**config.mk**
```make
export PLATFORM = sky130hd
export DESIGN_NAME = uart_tx_scheduler
export DESIGN_NICKNAME = d
export VERILOG_FILES = /design/src/rtl/uart_tx_scheduler.sv
export SDC_FILE = /design/constraint.sdc
export NUM_CORES = 1
export LEC_CHECK = 0
export ABC_AREA = 1
export CAP_MARGIN = 20
export CORE_MARGIN = 3
export CORE_UTILIZATION = 45
export DETAILED_ROUTE_END_ITERATION = 7
export PLACE_DENSITY = 0.77
export SYNTH_ARGS = -nofsm -noshare
export SYNTH_HDL_FRONTEND = slang
export SYNTH_SLANG_ARGS = --single-unit
```
**constraint.sdc**
```tcl
create_clock -name clk_i -period 2.3 [get_ports clk_i]
set_input_delay 0.345 -clock clk_i [delete_from_list [all_inputs] [get_ports clk_i]]
set_output_delay 0.345 -clock clk_i [all_outputs]
set_load 0.005 [all_outputs]
```
**src/rtl/uart_tx_scheduler.sv**
```systemverilog
// Four-requester round-robin scheduler feeding a byte-wide UART transmitter.
// Each granted word is optionally preceded by a tag byte; a per-byte watchdog aborts stalled frames.
module uart_tx_scheduler #(
  parameter int WordLength    = 8,
  parameter int TagEn         = 1,
  parameter int TimeoutCycles = 200000
) (
  input  logic                      clk_i,
  input  logic                      rst_i,
  input  logic [3:0]                req_i,
  input  logic [4*WordLength-1:0]   data_i,
  output logic [3:0]                ack_o,
  output logic [WordLength-1:0]     tx_din_o,
  output logic                      tx_start_o,
  input  logic                      tx_done_tick_i,
  output logic                      busy_o,
  output logic                      done_o,
  output logic [1:0]                done_id_o,
  output logic                      err_o
);

  typedef enum logic [2:0] {
    IDLE       = 3'd0,
    START_TAG  = 3'd1,
    WAIT_TAG   = 3'd2,
    START_DATA = 3'd3,
    WAIT_DATA  = 3'd4
  } state_t;

  localparam logic [19:0] WdogLast = 20'(TimeoutCycles - 1);

  state_t                  state_q, state_d;
  logic [1:0]              ptr_q, ptr_d;
  logic [1:0]              grant_q, grant_d;
  logic [WordLength-1:0]   word_q, word_d;
  logic [WordLength-1:0]   din_q, din_d;
  logic [19:0]             wdog_q, wdog_d;
  logic [3:0]              ack_q, ack_d;
  logic                    done_q, done_d;
  logic                    err_q, err_d;
  logic [1:0]              done_id_q, done_id_d;

  logic                    gnt_found;
  logic [1:0]              gnt_idx;
  logic [1:0]              gnt_cand;
  logic [WordLength-1:0]   gnt_word;

  function automatic logic [WordLength-1:0] tag_word(input logic [1:0] idx);
    logic [7:0] t;
    t = 8'hA0 + {6'd0, idx};
    return WordLength'(t);
  endfunction

  // Round-robin search starting at the pointer.
  always_comb begin
    gnt_found = 1'b0;
    gnt_idx   = ptr_q;
    gnt_cand  = ptr_q;
    for (int i = 0; i < 4; i++) begin
      gnt_cand = ptr_q + 2'(i);
      if (!gnt_found && req_i[gnt_cand]) begin
        gnt_found = 1'b1;
        gnt_idx   = gnt_cand;
      end
    end
    gnt_word = data_i[gnt_idx*WordLength +: WordLength];
  end

  always_ff @(posedge clk_i or negedge rst_i) begin
    if (!rst_i) begin
      state_q   <= IDLE;
      ptr_q     <= 2'd0;
      grant_q   <= 2'd0;
      word_q    <= '0;
      din_q     <= '0;
      wdog_q    <= 20'd0;
      ack_q     <= 4'd0;
      done_q    <= 1'b0;
      err_q     <= 1'b0;
      done_id_q <= 2'd0;
    end else begin
      state_q   <= state_d;
      ptr_q     <= ptr_d;
      grant_q   <= grant_d;
      word_q    <= word_d;
      din_q     <= din_d;
      wdog_q    <= wdog_d;
      ack_q     <= ack_d;
      done_q    <= done_d;
      err_q     <= err_d;
      done_id_q <= done_id_d;
    end
  end

  // A done tick is tested before the watchdog, so a coincident tick completes the byte.
  always_comb begin
    state_d   = state_q;
    ptr_d     = ptr_q;
    grant_d   = grant_q;
    word_d    = word_q;
    din_d     = din_q;
    wdog_d    = wdog_q;
    ack_d     = 4'd0;
    done_d    = 1'b0;
    err_d     = 1'b0;
    done_id_d = done_id_q;
    case (state_q)
      IDLE: begin
        if (gnt_found) begin
          grant_d = gnt_idx;
          word_d  = gnt_word;
          ack_d   = 4'(4'b0001 << gnt_idx);
          if (TagEn != 0) begin
            state_d = START_TAG;
            din_d   = tag_word(gnt_idx);
          end else begin
            state_d = START_DATA;
            din_d   = gnt_word;
          end
        end
      end
      START_TAG: begin
        state_d = WAIT_TAG;
        wdog_d  = 20'd0;
      end
      WAIT_TAG: begin
        if (tx_done_tick_i) begin
          state_d = START_DATA;
          din_d   = word_q;
        end else if (wdog_q == WdogLast) begin
          state_d   = IDLE;
          err_d     = 1'b1;
          done_id_d = grant_q;
          ptr_d     = grant_q + 2'd1;
        end else begin
          wdog_d = wdog_q + 20'd1;
        end
      end
      START_DATA: begin
        state_d = WAIT_DATA;
        wdog_d  = 20'd0;
      end
      WAIT_DATA: begin
        if (tx_done_tick_i) begin
          state_d   = IDLE;
          done_d    = 1'b1;
          done_id_d = grant_q;
          ptr_d     = grant_q + 2'd1;
        end else if (wdog_q == WdogLast) begin
          state_d   = IDLE;
          err_d     = 1'b1;
          done_id_d = grant_q;
          ptr_d     = grant_q + 2'd1;
        end else begin
          wdog_d = wdog_q + 20'd1;
        end
      end
      default: begin
        state_d = IDLE;
      end
    endcase
  end

  assign ack_o      = ack_q;
  assign tx_din_o   = din_q;
  assign tx_start_o = (state_q == START_TAG) || (state_q == START_DATA);
  assign busy_o     = (state_q != IDLE);
  assign done_o     = done_q;
  assign done_id_o  = done_id_q;
  assign err_o      = err_q;

endmodule

```
==> After elaboration in Yosys (flattened, before gate mapping) <==
Cells that the tools add are included.
{ "word_totals": {"in_bits": 39, "latchBits": 0, "ram_bits": 0, "mem_count": 0, "romBits": 0, "output_inout_bits": 18, "elab_cells": 91, "regBits": 51} }
{ "op_classes": {"eq_ne": 10, "magnitude_cmp": 4, "n_reduce_logical": 18, "n_shift": 2, "n_mux": 41, "multipliers": 0, "bitwise": 0, "addsub": 6, "div": 0} }
{ "ops": {"columns": ["cell", "n"], "rows": [
  ["20-bit 2-to-1 mux", 2],
  ["20-bit one-hot mux with 2 select lines", 1],
  ["32-bit by 6-bit indexed part select with 8-bit output", 1],
  ["20-bit by 1-bit adder with 20-bit output (second input constant)", 1],
  ["20-bit by 18-bit == test with 1-bit output (second input constant)", 1],
  ["2-bit 2-to-1 mux", 9],
  ["8-bit 2-to-1 mux", 2],
  ["8-bit one-hot mux with 2 select lines", 1],
  ["3-bit one-hot mux with 5 select lines", 1],
  ["1-bit 2-to-1 mux", 13],
  ["2-bit by 3-bit < comparator with 1-bit output (second input constant)", 4],
  ["3-bit 2-to-1 mux", 4],
  ["2-bit inequality test (second input constant)", 5],
  ["8-bit by 2-bit adder with 8-bit output (first input constant)", 1],
  ["1-bit binary-select mux with 2-bit select", 4],
  ["4-bit 2-to-1 mux", 2],
  ["2-bit one-hot mux with 2 select lines", 2],
  ["3-bit by 2-bit == test with 1-bit output (second input constant)", 2],
  ["3-bit AND reduction", 2],
  ["2-bit nonzero test", 3],
  ["2-bit by 1-bit adder with 2-bit output (second input constant)", 2],
  ["2-bit adder (second input constant)", 2],
  ["2-bit AND reduction", 2],
  ["2-bit OR reduction", 2],
  ["other kinds (8)", 12]
]} }

==> Depth between registers and ports, before layout <==
Gate-level depths: netlist of the first run.
{ "depth": {"word_depth": 15, "mapped_depth": 18, "ltp_nobuf": 16} }

==> Least setup slack after synthesis of the first run <==
Ideal clock, no wire load.
{ "synth_path": {"path_kind": "register to register", "from": "reg wdog_q[0]", "to": "reg wdog_q[4]", "t_arrival_ps": 1701, "path_buffers": 1, "stages_incl_launch_ff": 11, "period_less_slack_ps": 1820, "setup_slack_ps": 480, "path_cell_list": "dfrtp_1 ha_1 nand3_1 nor4_1 nand4_1 nand3_1 nand2_1 clkbuf_1 inv_1 nor2_1 o21a_1"} }
{ "synth_between": {"elab_chain_len": 4, "elab_cells_between_ends": 7, "cone_classes": "add/sub (1); eq/ne (2); mux (3); reduce/logical (1)"} }
{ "synth_lines": {"columns": ["element", "line", "text"], "rows": [
  ["start: declaration", "37", "logic [19:0] wdog_q, wdog_d;"],
  ["start signal: assignment", "87", "wdog_q <= wdog_d;"],
  ["20-bit by 1-bit adder with 20-bit output", "136, 155", null],
  ["20-bit 2-to-1 mux", "130, 149", null],
  ["20-bit 2-to-1 mux", "144", "if (tx_done_tick_i) begin"],
  ["20-bit one-hot mux with 2 select lines", "107", "case (state_q)"]
]} }
Parallel ways exist; a longest one is shown, timed or not. The select of a mux whose other input is x is not followed.
A chain may end at the register's enable or synchronous reset.

==> Worst setup path after layout of the first run <==
{ "layout_path": {"from": "reg ptr_q[0]", "to": "reg word_q[7]"} }
{ "layout_between": {"elab_chain_len": 13, "elab_cells_between_ends": 26, "cone_classes": "add/sub (3); shift (1); mux (15); reduce/logical (7)"} }
{ "layout_lines": {"columns": ["element", "line", "text"], "rows": [
  ["start: declaration", "33", "logic [1:0] ptr_q, ptr_d;"],
  ["start signal: assignment", "83", "ptr_q <= ptr_d;"],
  ["parallel branches: the longest is 13 deep, another holds 2-bit by 1-bit adder with 2-bit output", null, null],
  ["end signal: assignment", "85", "word_q <= word_d;"],
  ["end: declaration", "35", "logic [WordLength-1:0] word_q, word_d;"]
]} }
Parallel ways; which one is timed is not known. The select of a mux whose other input is x is not followed.

==> reports/qor.yml, run 1 <==
power:
  pwr-share-comb_pct: 58.1
  ir_drop_mv: 0.600
  p_int_mw: 2.36
  clkPwrFrac_pct: 12.7
  powerDensity_mw_per_mm2: 1070
  total_leakage_power_nw: 2.01
  switching_share_pct: 46.2
  seqPwrFrac_pct: 29.1
  power_switching_mw: 2.02
detailed_routing:
  drt_wl_total_um: 7760
  drt_iter0_drc: 157
  drt-pass1-iter-count: 4
  viasPerCell: 5.05
  wl_per_cell_um: 12.2
  route.vias.total: 3213
  ant_nets: 0
  drc: 0
cts:
  path_clk_slew_ns: 0.11
  cts_resized: 0
  htree_levels: 2
  clkLatencyLatePin_ns: 0.31
  cts_sinks: 51
  clock_path_buffers: 2
  cts_tree: "done"
  root_buffer: "clkbuf_8"
  postCtsSetupRepairBufs: 0
  cts_hold_buf: 0
  cts_inserted_buffers: 5
logic_synthesis:
  synth_top_area_share_pct: 38.6
  syn_nets: 519
  synthArstFlopShare_pct: 100
  synth_area_leaders: "dfrtp_1, nand2_1, nand3_1, inv_1, o21ai_0"
  synth_edf_count: 0
  synth_top_cell_by_area: "dfrtp_1"
  avgSynthCellArea_um2: 6.90
  postSynthCellCount: 479
  ys.flop_type: "dfrtp_1"
  syn-cell-area_mm2: 0.00331
  ys_types: 35
  ys_ff_latch: 51
  synth_common_cells: "nand2_1, nand3_1, dfrtp_1"
  synth_seq_area_share_pct: 38.6
  yosysWarnings: 0
  synth_most_common_cell: "nand2_1"
global_route:
  track_usage_pct: 19.2
  grt_max_degree: 27
  grt_pass1_wl_um: 13600
  grt_pass1_vias: 3124
  overflow: 0
  antenna_found_initial: 0
floorplanning:
  pin_count: 57
  start_util_pct: 47.6
  num_rows: 30
  die-area_mm2: 0.00841
  core_area_mm2: 0.00694
  die-width_um: 91.7
  fp.dieH_um: 91.7
job:
  drv_cap: 0
sta:
  slew_violations: 0
  fin_tns_setup_ns: 0
  worstMarginPinSlew_ns: 0.576
  slew_headroom_pct: 61.6
  worst_slack_ns: 0.196
  rsz0062_at_grt: "false"
  hold_viol: 0
  fin_skew_ns: 0.0101
  post-route-period-util_pct: 91.5
  period_minus_slack_ns: 2.10
  whs_ns: 0.0212
  finalSetupViolations: 0
  max_freq_mhz: 475
worst_hold_path:
  hp-class: "in -> async"
layout:
  diodes: 0
  drive_above_1_share_pct: 8.89
  fin_nets: 579
  area_growth_pct: 24.2
setup_path:
  required_ns: 2.51
  path_class: "reg -> reg"
  end_kind: "flip-flop"
  cp_max_fo: 11
  setup.worst_path.start_class: "flip-flop"
  worstPathArrival_ns: 2.32
placement:
  dp_slack_ns: 0.0158
  globalplace.congestion: 0.906
  io_buffers: 56
  place_hpwl_um: 6130
status:
  status: "complete, no violations"
-- layout make-up --
cell class,count,area [um^2]
Clock inverter,3,28.8
Sequential cell,51,1280
Timing Repair Buffer,72,701
Tap cell,96,120
Fill cell,649,2840
Multi-Input combinational cell,363,1740
Inverter,46,175
Clock buffer,5,68.8
-- worst max-delay path, cell delays in order, from the launching register on --
cell and delay (ns):
dfrtp_1 0.46, buf_4 0.21, nand2_1 0.08, nand2_2 0.11, nand2_2 0.10, nand2_4 0.08
nor2_8 0.14, nand3_4 0.11, nand2_1 0.11, nand2_1 0.06, nand2_1 0.05, nand2_1 0.22
nand2_1 0.14, nand2_1 0.06, nand2_1 0.06, nand2_1 0.04
-- cell usage in the layout, fill, tap and decap left out, types with 8 or more instances in the layout --
cell type / synthesis / final
xor2_1: 8 / 8
buf_4: 3 / 14
nor2_1: 27 / 26
inv_1: 40 / 40
clkdlybuf4s50_1: 0 / 55
o21ai_0: 21 / 21
nand3_1: 53 / 52
nand2_1: 192 / 192
dfrtp_1: 51 / 50
nand4_1: 10 / 10
nor3_1: 10 / 9
-- cells by family (layout without fill, tap and decap cells) --
family                   after synthesis  in the layout  synth area share, %
XOR/XNOR                              10             10                 2.65
flip-flops                            51             51                 38.6
adder cells (fa/ha/maj)                1              1                0.378
AO/OA/AOI/OAI                         37             37                 6.55
buffers and inverters                 65            126                 9.27
AND/OR/NAND/NOR                      315            315                 42.5
-- final timing paths --
| path | startpoint | end | slack [ns] | depth (start not counted) |
|---|---|---|---|---|
| max reg2reg | ptr_q[0] | word_q[7] | 0.20 | 15 |
| min in group clk_i | word_q[6] | word_q[6] | 0.49 | 2 |
| min | rst_i | wdog_q[9] | 0.02 | 1 |
| max in group asynchronous | rst_i | done_o | 1.68 | 2 |
| max | ptr_q[0] | word_q[7] | 0.20 | 15 |
| min reg2reg | word_q[6] | word_q[6] | 0.49 | 2 |
-- power groups by stage --
stage	registers, mW	logic (mW)	clock network [mW]
final	1.28	2.55	0.557
after global routing	1.31	2.90	0.595
after CTS	1.28	2.57	0.568
after detailed placement	1.29	2.55	0
after global placement	1.29	2.51	0
after floorplan	1.26	1.81	0
-- routing by layer --
layer | wire [um] | share of wire, % | GRT usage, % | vias up
li1 | - | - | - | 1653
met1 | 3340 | 43 | 23.8 | 1470
met2 | 3810 | 49 | 34.0 | 82
met3 | 523 | 6.7 | 4.43 | 8
met4 | 78 | 1.0 | 4.21 | 0
met5 | 0 | 0 | 0 | -
-- through the flow --
stage	area [um^2]	power, mW	std cells	utilization (%)
after CTS	4090	4.41	636	58.9
after detailed placement	4000	3.85	628	57.5
after floorplan	3310	3.07	479	-
after global routing	4110	4.81	636	59.1
final	4110	4.38	636	59.1
after global placement	4000	3.80	628	57.5
-- sequential cells by signal, summed over array words and instances, names as in the netlist --
signal,flops
wdog_q,20
tx_din_o,8
ack_o,4
ptr_q,2
err_o,1
grant_q,2
done_o,1
done_id_o,2
word_q,8
state_q,3
(Power assumes the default switching activity.)
==> run 2, diff against run 1 <==
- SLEW_MARGIN: default -> 20
==> results of run 2 <==
The final DEF is identical to that of run 1; final timing and power are the same.
==> patch 1: new RTL, config.mk and constraints of run 1 <==
`WordLength`: 8 -> 10.
--- a/src/rtl/uart_tx_scheduler.sv
+++ b/src/rtl/uart_tx_scheduler.sv
@@ -1,7 +1,7 @@
 // Four-requester round-robin scheduler feeding a byte-wide UART transmitter.
 // Each granted word is optionally preceded by a tag byte; a per-byte watchdog aborts stalled frames.
 module uart_tx_scheduler #(
-  parameter int WordLength    = 8,
+  parameter int WordLength    = 10,
   parameter int TagEn         = 1,
   parameter int TimeoutCycles = 200000
 ) (
Ports: changed (resized data_i and tx_din_o); port bits go from 57 to 67. The function was not compared with the original's and may differ.
==> patch 1 against run 1 <==
Clock power is essentially flat; setup slack gained 0.0047 ns; fmax grew 0.22%; final area grew 9.4%; wire length grew 12%; sequential power grew 12%; total power grew 29%; synthesized area grew 7.0%; non-clock buffer count grew 16; largest cell class unchanged; critical endpoint is now word_q[3]$_DFFE_PN0P_; sequential cell count grew 4.
==> patch 1: results (changes against run 1) <==
\begin{tabular}{lr}
\hline
Metric & Value \\
\hline
\multicolumn{2}{l}{\textbf{Worst setup path}} \\
Terminus of the critical flop-to-flop path & word\_q[3]\$\_DFFE\_PN0P\_ (was word\_q[7]\$\_DFFE\_PN0P\_) \\
Maximum fanout encountered on the critical timing path & 22 (was 11) \\
Cell at the slowest stage of the critical path & dfrtp\_2 (was dfrtp\_1) \\
Delay of the slowest cell on the worst path & 0.49 ns (was 0.46 ns) \\
Data arrival time of the worst path & 2.35 ns (was 2.32 ns) \\
\multicolumn{2}{l}{\textbf{STA}} \\
Max-slew headroom at the worst pin & 71.4\% (was 61.6\%) \\
Hold\_ws & 0.500 ns (was 0.0212 ns) \\
\multicolumn{2}{l}{\textbf{Routing}} \\
First-pass detailed-route iteration total & 5 (was 4) \\
Routed vias/inst & 5.01 (was 5.05) \\
\multicolumn{2}{l}{\textbf{Final layout}} \\
Proportion of layout cells with a drive suffix above 1 & 8.72\% (was 8.89\%) \\
Post-layout nets & 632 (was 579) \\
\multicolumn{2}{l}{\textbf{Placement}} \\
Placed Cells & 675 (was 628) \\
Placed cell area & 0.00438 sq mm (was 0.00400 sq mm) \\
Weighted congestion reported at the end of routability-driven placement & 0.936 (was 0.906) \\
Post-Place Setup Slack & -0.0789 ns (was 0.0158 ns) \\
Half-perimeter wire length after placement & 6860 microns (was 6130 microns) \\
\multicolumn{2}{l}{\textbf{Pwr}} \\
PnR Total Power & 0.00566 W (was 0.00438 W) \\
Total internal power & 0.00294 W (was 0.00236 W) \\
Total sequential power & 0.00144 W (was 0.00128 W) \\
\multicolumn{2}{l}{\textbf{Global route}} \\
Global-route usage over all layers & 21.0\% (was 19.2\%) \\
Global routing met2 resource utilization & 35.3\% (was 34.0\%) \\
Met3 Use GR & 3.59\% (was 4.43\%) \\
\multicolumn{2}{l}{\textbf{Yosys}} \\
Share of the yosys chip area belonging to registers & 38.9\% (was 38.6\%) \\
Mean post-synth cell area & 6.95 sq um (was 6.90 sq um) \\
\multicolumn{2}{l}{\textbf{Clock tree}} \\
\# hold bufs at CTS & 1 (was 0) \\
\multicolumn{2}{l}{\textbf{Outcome}} \\
Run status & complete, no violations (unchanged) \\
\hline
\end{tabular}
==> patch 1: kinds of logic after synthesis <==
| family | Yosys count | synth area share (%) |
|---|---|---|
| simple gates | 336 | 42.3 |
| buf+inv | 67 | 8.92 |
| fa+ha+maj | 1 | 0.354 |
| compound gates | 37 | 6.33 |
| flops | 55 | 38.9 |
| xor+xnor | 13 | 3.22 |
==> patch 1: per-layer routing <==
layer	vias to the layer above	routed length, microns
li1	1754	-
met1	1563	3900
met2	101	4250
met3	12	447
met4	0	91
met5	-	0
==> patch 1: layout make-up <==
type	count	area, sq um
Inverter	47	176
Sequential cell	55	1380
Clock inverter	3	23.8
Tap cell	99	124
Multi-Input combinational cell	387	1850
Fill cell	692	2950
Clock buffer	5	68.8
Timing Repair Buffer	88	873
==> patch 2: new RTL, settings of run 1 <==
Without the edit above. Encoding of `state_t`: now one-hot (5 bits for 5 states).
--- a/src/rtl/uart_tx_scheduler.sv
+++ b/src/rtl/uart_tx_scheduler.sv
@@ -19,12 +19,12 @@
   output logic                      err_o
 );
 
-  typedef enum logic [2:0] {
-    IDLE       = 3'd0,
-    START_TAG  = 3'd1,
-    WAIT_TAG   = 3'd2,
-    START_DATA = 3'd3,
-    WAIT_DATA  = 3'd4
+  typedef enum logic [4:0] {
+    IDLE       = 5'b00001,
+    START_TAG  = 5'b00010,
+    WAIT_TAG   = 5'b00100,
+    START_DATA = 5'b01000,
+    WAIT_DATA  = 5'b10000
   } state_t;
 
   localparam logic [19:0] WdogLast = 20'(TimeoutCycles - 1);
Check against the original RTL: no difference found for any inputs over 10 cycles, from zero or initial values and one cycle with rst_i low; not proved beyond that.
==> patch 2 against run 1 <==
Total power rose by 11%; die area grew 3.0%; wire length grew 5.7%; fmax shrank 5.1%; synthesized area grew 3.2%; sequential share of layout area increased by 0.25 points; final area increased by 3.1%; sequential cell count grew 2; non-clock buffer count increased by 1; combinational power rose by 17%; core utilization is 1.1 points lower; setup slack got worse by 0.11 ns; sequential power is 3% higher; global-route usage rose by 0.84 points; critical path type is now reg -> out; largest power group unchanged.
==> patch 2: results (changes against run 1) <==
\begin{tabular}{lr}
\hline
Metric & Value \\
\hline
\multicolumn{2}{l}{\textbf{Outcome}} \\
Run status & complete, no violations (unchanged) \\
\multicolumn{2}{l}{\textbf{Routing}} \\
Met3 Routed Length & 370 microns (was 523 microns) \\
Wire length on met1 & 3590 microns (was 3340 microns) \\
Routed length on met2 & 4070 microns (was 3810 microns) \\
Detailed Route Iter0 Violations & 189 (was 157) \\
Drt wl/cell & 12.4 microns (was 12.2 microns) \\
Overall routed net length & 8200 microns (was 7760 microns) \\
Routed vias/inst & 5.07 (was 5.05) \\
\multicolumn{2}{l}{\textbf{Worst setup path}} \\
CP Capture Point & tx\_start\_o (was word\_q[7]\$\_DFFE\_PN0P\_) \\
Data arrival time of the worst path & 1.87 ns (was 2.32 ns) \\
Critical path origin & state\_q[1]\$\_DFFE\_PN0P\_ (was ptr\_q[0]\$\_DFFE\_PN0P\_) \\
Maximum fanout encountered on the critical timing path & 3 (was 11) \\
Depth of the most critical reg-to-reg path & 10 (was 15) \\
Terminus of the critical flop-to-flop path & wdog\_q[12]\$\_DFFE\_PN0P\_ (was word\_q[7]\$\_DFFE\_PN0P\_) \\
\multicolumn{2}{l}{\textbf{Global route}} \\
Wire length of the first global-routing pass & 14300 microns (was 13600 microns) \\
Met3 Use GR & 3.46\% (was 4.43\%) \\
Global routing met2 resource utilization & 34.5\% (was 34.0\%) \\
Global-route usage over all layers & 20.1\% (was 19.2\%) \\
Maximum number of pins on one net before global-route repair & 54 (was 27) \\
Met1 Use GR & 25.4\% (was 23.8\%) \\
\multicolumn{2}{l}{\textbf{Yosys}} \\
Share of the yosys chip area belonging to registers & 38.9\% (was 38.6\%) \\
Library cells used by synthesis & 30 (was 35) \\
Dominant cells by area after synthesis & dfrtp\_1 (38\%), nand2\_1 (22\%), nand3\_1 (6.3\%) (was dfrtp\_1 (39\%), nand2\_1 (22\%), nand3\_1 (8.0\%)) \\
Mean post-synth cell area & 6.82 sq um (was 6.90 sq um) \\
Net count of the mapped netlist & 540 (was 519) \\
Synth top cells by count & nand2\_1 (204), dfrtp\_1 (52), nand3\_1 (43) (was nand2\_1 (192), nand3\_1 (53), dfrtp\_1 (51)) \\
\multicolumn{2}{l}{\textbf{Placement}} \\
Weighted congestion reported at the end of routability-driven placement & 0.912 (was 0.906) \\
Placed Cells & 654 (was 628) \\
Half-perimeter wire length after placement & 6250 microns (was 6130 microns) \\
\multicolumn{2}{l}{\textbf{Final layout}} \\
Proportion of layout cells with a drive suffix above 1 & 9.06\% (was 8.89\%) \\
Post-layout nets & 602 (was 579) \\
Filler cell count & 679 (was 649) \\
\multicolumn{2}{l}{\textbf{STA}} \\
Worst Tran Pin Value & 0.660 ns (was 0.576 ns) \\
Final Skew & 0.00701 ns (was 0.0101 ns) \\
\multicolumn{2}{l}{\textbf{Pwr}} \\
Leakage power & 2.05 nW (was 2.01 nW) \\
Maximum resistive drop on vdd & 0.000677 V (was 0.000600 V) \\
\multicolumn{2}{l}{\textbf{Clock tree}} \\
Deepest clock path buffer count & 2 (unchanged) \\
\hline
\end{tabular}
-- patch 2: metrics by stage --
step / hold WS, ns / setup slack (ns) / instance area, sq um / utilization (%)
3_5_place_dp: 0.468 / -0.158 / 4120 / 56.5
5_1_grt: 0.191 / -0.00847 / 4230 / 58.0
3_3_place_gp: 0.470 / -0.0726 / 4120 / 56.5
4_1_cts: 0.166 / 0.0702 / 4210 / 57.8
2_1_floorplan: 0.0494 / 0.494 / 3410 / -
6_report: 0.142 / 0.0834 / 4230 / 58.0
-- patch 2: logic make-up after synthesis --
family / after synthesis / share of synthesized area, %
multiplexers: 1 / 0.293
AO/OA/AOI/OAI: 31 / 4.84
buffers and inverters: 66 / 8.99
adder cells (fa/ha/maj): 1 / 0.367
flip-flops: 53 / 38.9
XOR/XNOR: 19 / 4.88
AND/OR/NAND/NOR: 329 / 41.7
-- patch 2: layout make-up --
class / count / area [sq um] / share of cell area [%]
multi-input cells: 381 / 1790 / 42.4
clock buffers: 5 / 68.8 / 1.63
inverters: 48 / 184 / 4.35
well taps: 99 / 124 / 2.93
clock inverters: 3 / 26.3 / 0.621
repair buffers: 73 / 708 / 16.7
flip-flops and latches: 53 / 1330 / 31.4
-- patch 2: power breakdown --
part / leakage [nW] / switching [W] / total [W] / internal (W)
Combinational: 1.30 / 0.00182 / 0.00299 / 0.00117
Sequential: 0.698 / 0.000151 / 0.00132 / 0.00117
Clock: 0.0487 / 0.000328 / 0.000550 / 0.000222
Total: 2.05 / 0.00229 / 0.00486 / 0.00256
-- patch 2: worst min path at each step --
stage | start | end | slack, ns | cells after the start
2_1_floorplan | rst_i | ack_o[0]$_DFF_PN0_ | 0.05 | 0
3_3_place_gp | word_q[1]$_DFFE_PN0P_ | word_q[1]$_DFFE_PN0P_ | 0.47 | 2
3_5_place_dp | word_q[1]$_DFFE_PN0P_ | word_q[1]$_DFFE_PN0P_ | 0.47 | 2
4_1_cts | rst_i | wdog_q[17]$_DFFE_PN0P_ | 0.17 | 2
5_1_grt | rst_i | wdog_q[10]$_DFFE_PN0P_ | 0.19 | 2
6_report | rst_i | wdog_q[10]$_DFFE_PN0P_ | 0.14 | 2
-- patch 2: critical path, cell delays in order, from the launching register on --
cell             delay (ns)
dfrtp_1                0.41
inv_1                  0.10
nand2_1                0.09
nor2_2                 0.15
nand3_1                0.12
nand2_1                0.16
clkdlybuf4s50_1        0.52
-- patch 2: timing repair --
item | 4_1_cts | 5_1_grt
hold buffers | 0 | 0
endpoints found under the setup margin | 0 | 31
gates resized for setup | 0 | 6
